<file path="src/rtl/sd_pkg.sv">
// Shared types and constants for the SD command-line engine.
package sd_pkg;

   typedef enum logic [2:0] {
      ST_IDLE,
      ST_SEND,
      ST_RESP_WAIT,
      ST_RESP_RX,
      ST_TAIL,
      ST_DONE
   } sd_state_t;

   localparam logic [1:0] RESP_NONE = 2'd0;
   localparam logic [1:0] RESP_R1   = 2'd1;
   localparam logic [1:0] RESP_R3   = 2'd2;

   localparam logic [6:0]  CRC7_POLY = 7'h09;
   localparam int unsigned FRAME_LEN = 48;
   localparam int unsigned CRC_SPAN  = 40;
   localparam int unsigned NCC_CLKS  = 8;

endpackage

</file>
<file path="src/rtl/sd_crc7.sv">
// Serial CRC7 (x^7 + x^3 + 1), one bit per enabled cycle, clear has priority.
module sd_crc7
   import sd_pkg::*;
(
   input  logic       clk,
   input  logic       reset,
   input  logic       i_clear,
   input  logic       i_en,
   input  logic       i_bit,
   output logic [6:0] o_crc
);

   logic [6:0] r_crc;
   logic       w_fb;

   assign w_fb  = r_crc[6] ^ i_bit;
   assign o_crc = r_crc;

   always_ff @(posedge clk) begin
      if (reset || i_clear) begin
         r_crc <= '0;
      end else if (i_en) begin
         r_crc <= {r_crc[5:0], 1'b0} ^ (w_fb ? CRC7_POLY : 7'h00);
      end
   end

endmodule

</file>
<file path="src/rtl/sd_cmd_engine.sv">
// SD CMD-line engine: serialises a 48-bit command, optionally receives a
// 48-bit response, then clocks NCC idle cycles before signalling done.
module sd_cmd_engine
   import sd_pkg::*;
#(
   parameter int unsigned CLK_DIV      = 62,
   parameter int unsigned RESP_TIMEOUT = 64
)
(
   input  logic        clk,
   input  logic        reset,
   input  logic        cmd_start,
   input  logic [5:0]  cmd_index,
   input  logic [31:0] cmd_arg,
   input  logic [1:0]  resp_type,
   output logic        busy,
   output logic        done,
   output logic [31:0] resp_arg,
   output logic [5:0]  resp_index,
   output logic        crc_err,
   output logic        timeout,
   output logic        sd_clk,
   output logic        sd_cmd_out,
   output logic        sd_cmd_oe,
   input  logic        sd_cmd_in
);

   localparam int unsigned DIV_W   = (CLK_DIV < 1) ? 1 : $clog2(CLK_DIV + 1);
   localparam int unsigned CNT_MAX = (RESP_TIMEOUT > FRAME_LEN) ? RESP_TIMEOUT : FRAME_LEN;
   localparam int unsigned CNT_W   = $clog2(CNT_MAX + 1);

   localparam logic [DIV_W-1:0] DIV_LAST = DIV_W'(CLK_DIV);
   localparam logic [CNT_W-1:0] LAST_BIT = CNT_W'(FRAME_LEN - 1);
   localparam logic [CNT_W-1:0] CRC_LAST = CNT_W'(CRC_SPAN - 1);
   localparam logic [CNT_W-1:0] TO_LAST  = CNT_W'(RESP_TIMEOUT - 1);
   localparam logic [CNT_W-1:0] NCC_LAST = CNT_W'(NCC_CLKS);

   sd_state_t         r_state, w_next;
   logic [DIV_W-1:0]  r_div;
   logic [CNT_W-1:0]  r_cnt;
   logic              r_sd_clk;
   logic              r_cmd_out;
   logic              r_oe;
   logic [39:0]       r_hdr;
   logic [1:0]        r_rtype;
   logic [44:0]       r_rx;
   logic [31:0]       r_resp_arg;
   logic [5:0]        r_resp_index;
   logic              r_crc_err;
   logic              r_timeout;

   logic              w_run, w_tick, w_rise, w_fall;
   logic              w_crc_clr, w_crc_en, w_crc_bit;
   logic [6:0]        w_crc;
   logic [45:0]       w_frame;

   assign w_run   = (r_state == ST_SEND) || (r_state == ST_RESP_WAIT) ||
                    (r_state == ST_RESP_RX) || (r_state == ST_TAIL);
   assign w_tick  = w_run && (r_div == DIV_LAST);
   assign w_rise  = w_tick && !r_sd_clk;
   assign w_fall  = w_tick && r_sd_clk;
   assign w_frame = {r_rx, sd_cmd_in};

   sd_crc7 u_crc (
      .clk     (clk),
      .reset   (reset),
      .i_clear (w_crc_clr),
      .i_en    (w_crc_en),
      .i_bit   (w_crc_bit),
      .o_crc   (w_crc)
   );

   always_ff @(posedge clk) begin
      if (reset) r_state <= ST_IDLE;
      else       r_state <= w_next;
   end

   // The CRC block is shared: cleared at accept for TX and again at the
   // end of SEND so it can accumulate the response.
   always_comb begin
      w_next    = r_state;
      busy      = 1'b0;
      done      = 1'b0;
      w_crc_clr = 1'b0;
      w_crc_en  = 1'b0;
      w_crc_bit = 1'b0;
      case (r_state)
         ST_IDLE: begin
            w_crc_clr = cmd_start;
            if (cmd_start) w_next = ST_SEND;
         end
         ST_SEND: begin
            busy = 1'b1;
            if (w_rise && (r_cnt <= CRC_LAST)) begin
               w_crc_en  = 1'b1;
               w_crc_bit = r_cmd_out;
            end
            if (w_fall && (r_cnt == LAST_BIT)) begin
               w_crc_clr = 1'b1;
               w_next = ((r_rtype == RESP_R1) || (r_rtype == RESP_R3)) ? ST_RESP_WAIT : ST_TAIL;
            end
         end
         ST_RESP_WAIT: begin
            busy = 1'b1;
            if (w_rise) begin
               if (!sd_cmd_in) begin
                  w_crc_en = 1'b1;
                  w_next   = ST_RESP_RX;
               end else if (r_cnt == TO_LAST) begin
                  w_next = ST_TAIL;
               end
            end
         end
         ST_RESP_RX: begin
            busy = 1'b1;
            if (w_rise && (r_cnt <= CRC_LAST)) begin
               w_crc_en  = 1'b1;
               w_crc_bit = sd_cmd_in;
            end
            if (w_rise && (r_cnt == LAST_BIT)) w_next = ST_TAIL;
         end
         ST_TAIL: begin
            busy = 1'b1;
            if (w_fall && (r_cnt == NCC_LAST)) w_next = ST_DONE;
         end
         ST_DONE: begin
            done   = 1'b1;
            w_next = ST_IDLE;
         end
         default: w_next = ST_IDLE;
      endcase
   end

   always_ff @(posedge clk) begin
      if (reset) begin
         r_div        <= '0;
         r_cnt        <= '0;
         r_sd_clk     <= 1'b0;
         r_cmd_out    <= 1'b1;
         r_oe         <= 1'b0;
         r_hdr        <= '0;
         r_rtype      <= RESP_NONE;
         r_rx         <= '0;
         r_resp_arg   <= '0;
         r_resp_index <= '0;
         r_crc_err    <= 1'b0;
         r_timeout    <= 1'b0;
      end else begin
         if (!w_run || w_tick) r_div <= '0;
         else                  r_div <= r_div + 1'b1;

         if (w_tick)      r_sd_clk <= !r_sd_clk;
         else if (!w_run) r_sd_clk <= 1'b0;

         case (r_state)
            ST_IDLE: begin
               r_oe      <= 1'b0;
               r_cmd_out <= 1'b1;
               r_cnt     <= '0;
               if (cmd_start) begin
                  r_hdr        <= {2'b01, cmd_index, cmd_arg};
                  r_rtype      <= resp_type;
                  r_cmd_out    <= 1'b0;
                  r_oe         <= 1'b1;
                  r_resp_arg   <= '0;
                  r_resp_index <= '0;
                  r_crc_err    <= 1'b0;
                  r_timeout    <= 1'b0;
               end
            end
            // r_hdr[39] is the bit on the line; after bit 39 the finished CRC
            // and end bit are loaded into the same shifter.
            ST_SEND: begin
               if (w_fall) begin
                  if (r_cnt == LAST_BIT) begin
                     r_cnt     <= '0;
                     r_oe      <= 1'b0;
                     r_cmd_out <= 1'b1;
                  end else begin
                     r_cnt <= r_cnt + 1'b1;
                     if (r_cnt == CRC_LAST) begin
                        r_hdr     <= {w_crc, 1'b1, 32'h0};
                        r_cmd_out <= w_crc[6];
                     end else begin
                        r_hdr     <= {r_hdr[38:0], 1'b0};
                        r_cmd_out <= r_hdr[38];
                     end
                  end
               end
            end
            ST_RESP_WAIT: begin
               if (w_rise) begin
                  if (!sd_cmd_in) begin
                     r_cnt <= CNT_W'(1);
                     r_rx  <= '0;
                  end else if (r_cnt == TO_LAST) begin
                     r_cnt     <= '0;
                     r_timeout <= 1'b1;
                  end else begin
                     r_cnt <= r_cnt + 1'b1;
                  end
               end
            end
            ST_RESP_RX: begin
               if (w_rise) begin
                  r_rx <= {r_rx[43:0], sd_cmd_in};
                  if (r_cnt == LAST_BIT) begin
                     r_cnt        <= '0;
                     r_resp_index <= w_frame[45:40];
                     r_resp_arg   <= w_frame[39:8];
                     r_crc_err    <= ((r_rtype == RESP_R1) && (w_crc != w_frame[7:1])) ||
                                     !w_frame[0];
                  end else begin
                     r_cnt <= r_cnt + 1'b1;
                  end
               end
            end
            ST_TAIL: begin
               if (w_rise) r_cnt <= r_cnt + 1'b1;
            end
            default: r_cnt <= '0;
         endcase
      end
   end

   assign sd_clk     = r_sd_clk;
   assign sd_cmd_out = r_cmd_out;
   assign sd_cmd_oe  = r_oe;
   assign resp_arg   = r_resp_arg;
   assign resp_index = r_resp_index;
   assign crc_err    = r_crc_err;
   assign timeout    = r_timeout;

endmodule

</file>
<file path="config.mk">
export PLATFORM = sky130hd
export DESIGN_NAME = sd_cmd_engine
export DESIGN_NICKNAME = d
export VERILOG_FILES = /design/src/rtl/sd_pkg.sv /design/src/rtl/sd_crc7.sv /design/src/rtl/sd_cmd_engine.sv
export SDC_FILE = /design/constraint.sdc
export NUM_CORES = 1
export LEC_CHECK = 0
export CAP_MARGIN = 20
export CORE_MARGIN = 5
export CORE_UTILIZATION = 45
export CTS_CLUSTER_DIAMETER = 30
export DETAILED_ROUTE_END_ITERATION = 6
export MAX_ROUTING_LAYER = met4
export PLACE_DENSITY = 0.7
export SLEW_MARGIN = 0
export SYNTH_ARGS = -nofsm -noshare
export SYNTH_HDL_FRONTEND = slang
export SYNTH_SLANG_ARGS = --single-unit
</file>
<file path="constraint.sdc">
create_clock -name clk -period 1.99 [get_ports clk]
set_input_delay 0.597 -clock clk [delete_from_list [all_inputs] [get_ports clk]]
set_output_delay 0.597 -clock clk [all_outputs]
set_load 0.05 [all_outputs]
</file>
==> summary.md <==
| Metric | Value |
|---|---|
| DRT iter0 DRCs | 639 |
| Initial antenna violation count | 0 |
| Die outline height | 134 microns |
| Vias in the first global route | 5898 |
| Final Slew Violations | 0 |
| Worst slew margin relative to its limit | 70.1% |
| Final wirelength | 17800 microns |
| Worst Setup Start Kind | register |
| Routed WL per cell | 15.5 microns |
| Post-synth top area cell | dfxtp_1 |
| Min cycle time layout | 2040 ps |
| Most frequent CP cell | buf_12 |
| Register area share after synthesis | 44.3% |
| Worst-skew pair later-pin latency | 430 ps |
| Nets | 999 |
| Worst path slowest cell | dfxtp_2 |
| DP HPWL | 11200 microns |
| Kind of critical path | register to output pin |
| Largest incremental delay on the critical path | 330 ps |
| Yosys reg bits | 152 |
| Final Cycle Share | 103% |
| Core Region | 15100 sq um |
| Status | finished, violations left |
| Power density cells | 1070 nW/um^2 |
| Largest net degree at the start of global routing | 89 |
| Final Hold Fails | 0 |
| First-pass DRT Iterations | 5 |
| Grt ovf | 0 |
| Worst hold-check path type | register to register |
| Clock Tree Root | clkbuf_16 |
| Commonest non-fill, non-tap cells in the layout | dfxtp_1, nand2_1, a21oi_1, nand3_1, buf_4 |
| Ys flop type | dfxtp_1 |
| Share of the synthesized area in the top cell type | 44.3% |
| H-tree depth | 4 |
| Synth top area cells | dfxtp_1, a21oi_1, nand3_1 |
| Area Growth Syn to Fin | 31.9% |
| Leak pwr | 3.25 nW |
| Max Clock Skew | 7.49 ps |
| Hold-fix buffers, CTS | 0 |
| Crit path required time | 1390 ps |
| Commonest non-fill, non-tap cell in the layout | dfxtp_1 |
| Ys Warns | 0 |
| Fin worst setup slack | -53.1 ps |
| Mean area per synthesized cell | 8.09 sq um |
| Final setup fails | 1 |
| Post-synth EDFFs | 0 |
| Hold WS | 454 ps |
| Syn Nets | 898 |
| Clock Tree Buf Depth | 2 |
| Port buffer count | 88 |
| Total track usage | 20.0% |
| Global-route wire length before repair | 29000 microns |
| IO Count | 89 |
| Diodes inserted | 0 |
| Failing checks | setup timing |
| CTS tree | done |
| Num rows | 45 |
| Unrepaired setup endpoints after global routing | yes |
| Post-synthesis cell count | 849 |
| Vias per Instance | 5.62 |
| CTS sink cnt | 152 |
| Worst vdd ir | 0.664 mV |
| Die W | 134 microns |
| Vias | 6465 |
| Routed Antenna Nets | 0 |
| GPL Wtd Cong | 0.886 |
| Cell Area, Synth | 6870 sq um |
| Cts bufs inserted | 17 |
| Fin util | 60.0% |
| Critical path, cell by cell | buf_12 -> o21a_1 -> buf_6 -> nor2_4 -> buf_12 |
| Worst Path Max Fanout | 5 |
| Initial core utilization | 45.5% |
| Share of cells above drive strength 1 | 20.0% |
| Slew @ Worst Pin | 449 ps |
| Library cells used by synthesis | 61 |
| CTS clock-pin slew for the worst setup and hold paths | 60 ps |
| Die ar. | 17800 sq um |
| Critical path arrival | 1450 ps |
| Async set-reset flop share out of synthesis | 0% |
| DRC viols | 0 |
| Max Clk Rate | 489 MHz |
| Max-Cap Viols | 0 |
| CP endpoint kind | output pin |
==> worst max-delay path, delay by kind of cell (launching register included) <==
| kind | cells | cell delay (ps) |
|---|---|---|
| AND/OR/NAND/NOR | 1 | 100 |
| AO/OA/AOI/OAI | 1 | 180 |
| flip-flops | 1 | 330 |
| buffers and inverters | 3 | 400 |
==> cell type report <==
type / count / area, sq um
clock inverters: 10 / 96.3
repair buffers: 160 / 1580
flip-flops and latches: 152 / 3050
multi-input cells: 611 / 3600
fillers: 1334 / 6030
clock buffers: 21 / 470
inverters: 8 / 30.0
well taps: 188 / 235
==> stage by stage <==
step	TNS, ps	std cells	cell area (sq um)	setup slack (ps)	power, W
floorplan	0	849	6880	9.88	0.00534
global placement	-34200	1109	8200	-403	0.00637
detailed placement	-36680	1109	8200	-404	0.00639
CTS	-66.9	1144	8830	-66.9	0.00957
global route	-282	1150	9060	-121	0.0102
finish	-53.1	1150	9060	-53.1	0.00969
==> what timing repair did <==
action                                  4_1_cts  5_1_grt
buffers inserted                              4        4
resized for setup                            10       27
endpoints found under the setup margin        2       95
pin swaps                                     3       10
cloned                                        0        2
==> logic make-up after synthesis <==
group	count (synthesis)	share of synthesized area, %
AND/OR/NAND/NOR	348	23.8
AO/OA/AOI/OAI	233	21.5
flip-flops	152	44.3
multiplexers	11	1.64
adder cells (fa/ha/maj)	5	0.911
buffers and inverters	86	6.03
XOR/XNOR	14	1.79
==> registers in the layout, summed over array words and instances, names as in the netlist <==
name and count:
r_rx 45, r_hdr 39, resp_arg 32, r_cnt 7, u_crc.o_crc 7, r_div 6
resp_index 6, r_state 3, r_rtype 2, crc_err 1, sd_clk 1, sd_cmd_oe 1
sd_cmd_out 1, timeout 1
==> worst paths after layout <==
kind	startpoint	to	slack, ps	cells after the start
max	r_state[0]	busy	-50	5
min	resp_arg[2]	resp_arg[2]	450	2
max reg2reg	r_state[2]	u_crc.o_crc[0]	70	7
min reg2reg	resp_arg[2]	resp_arg[2]	450	2
==> cell usage after synthesis, types with 6 or more instances <==
master	count
xor2_1	6
mux2i_1	9
buf_6	6
buf_2	28
a311oi_1	34
nand3_1	128
inv_1	8
xnor2_1	8
nor2_1	29
o21ai_0	21
clkbuf_1	40
dfxtp_1	152
nor3_1	8
a2111o_1	6
a21oi_1	139
nand2_1	143
==> layer usage <==
metal / vias to the layer above / track usage, % / wire length (microns) / share of wire, %
met3: 19 / 4.87 / 854 / 4.8
met2: 156 / 30.2 / 8250 / 46
met4: 0 / 6.00 / 243 / 1.4
met1: 3048 / 26.7 / 8450 / 47
met5: - / - / 0 / 0
li1: 3242 / - / - / -
==> power breakdown <==
part           switching, W  internal (W)  total [W]  leakage [nW]
Clock               0.00126       0.00181    0.00307         0.268
Sequential         0.000165       0.00332    0.00349          1.24
Combinational       0.00175       0.00138    0.00313          1.75
No activity file was read; power rests on OpenSTA's default activity.
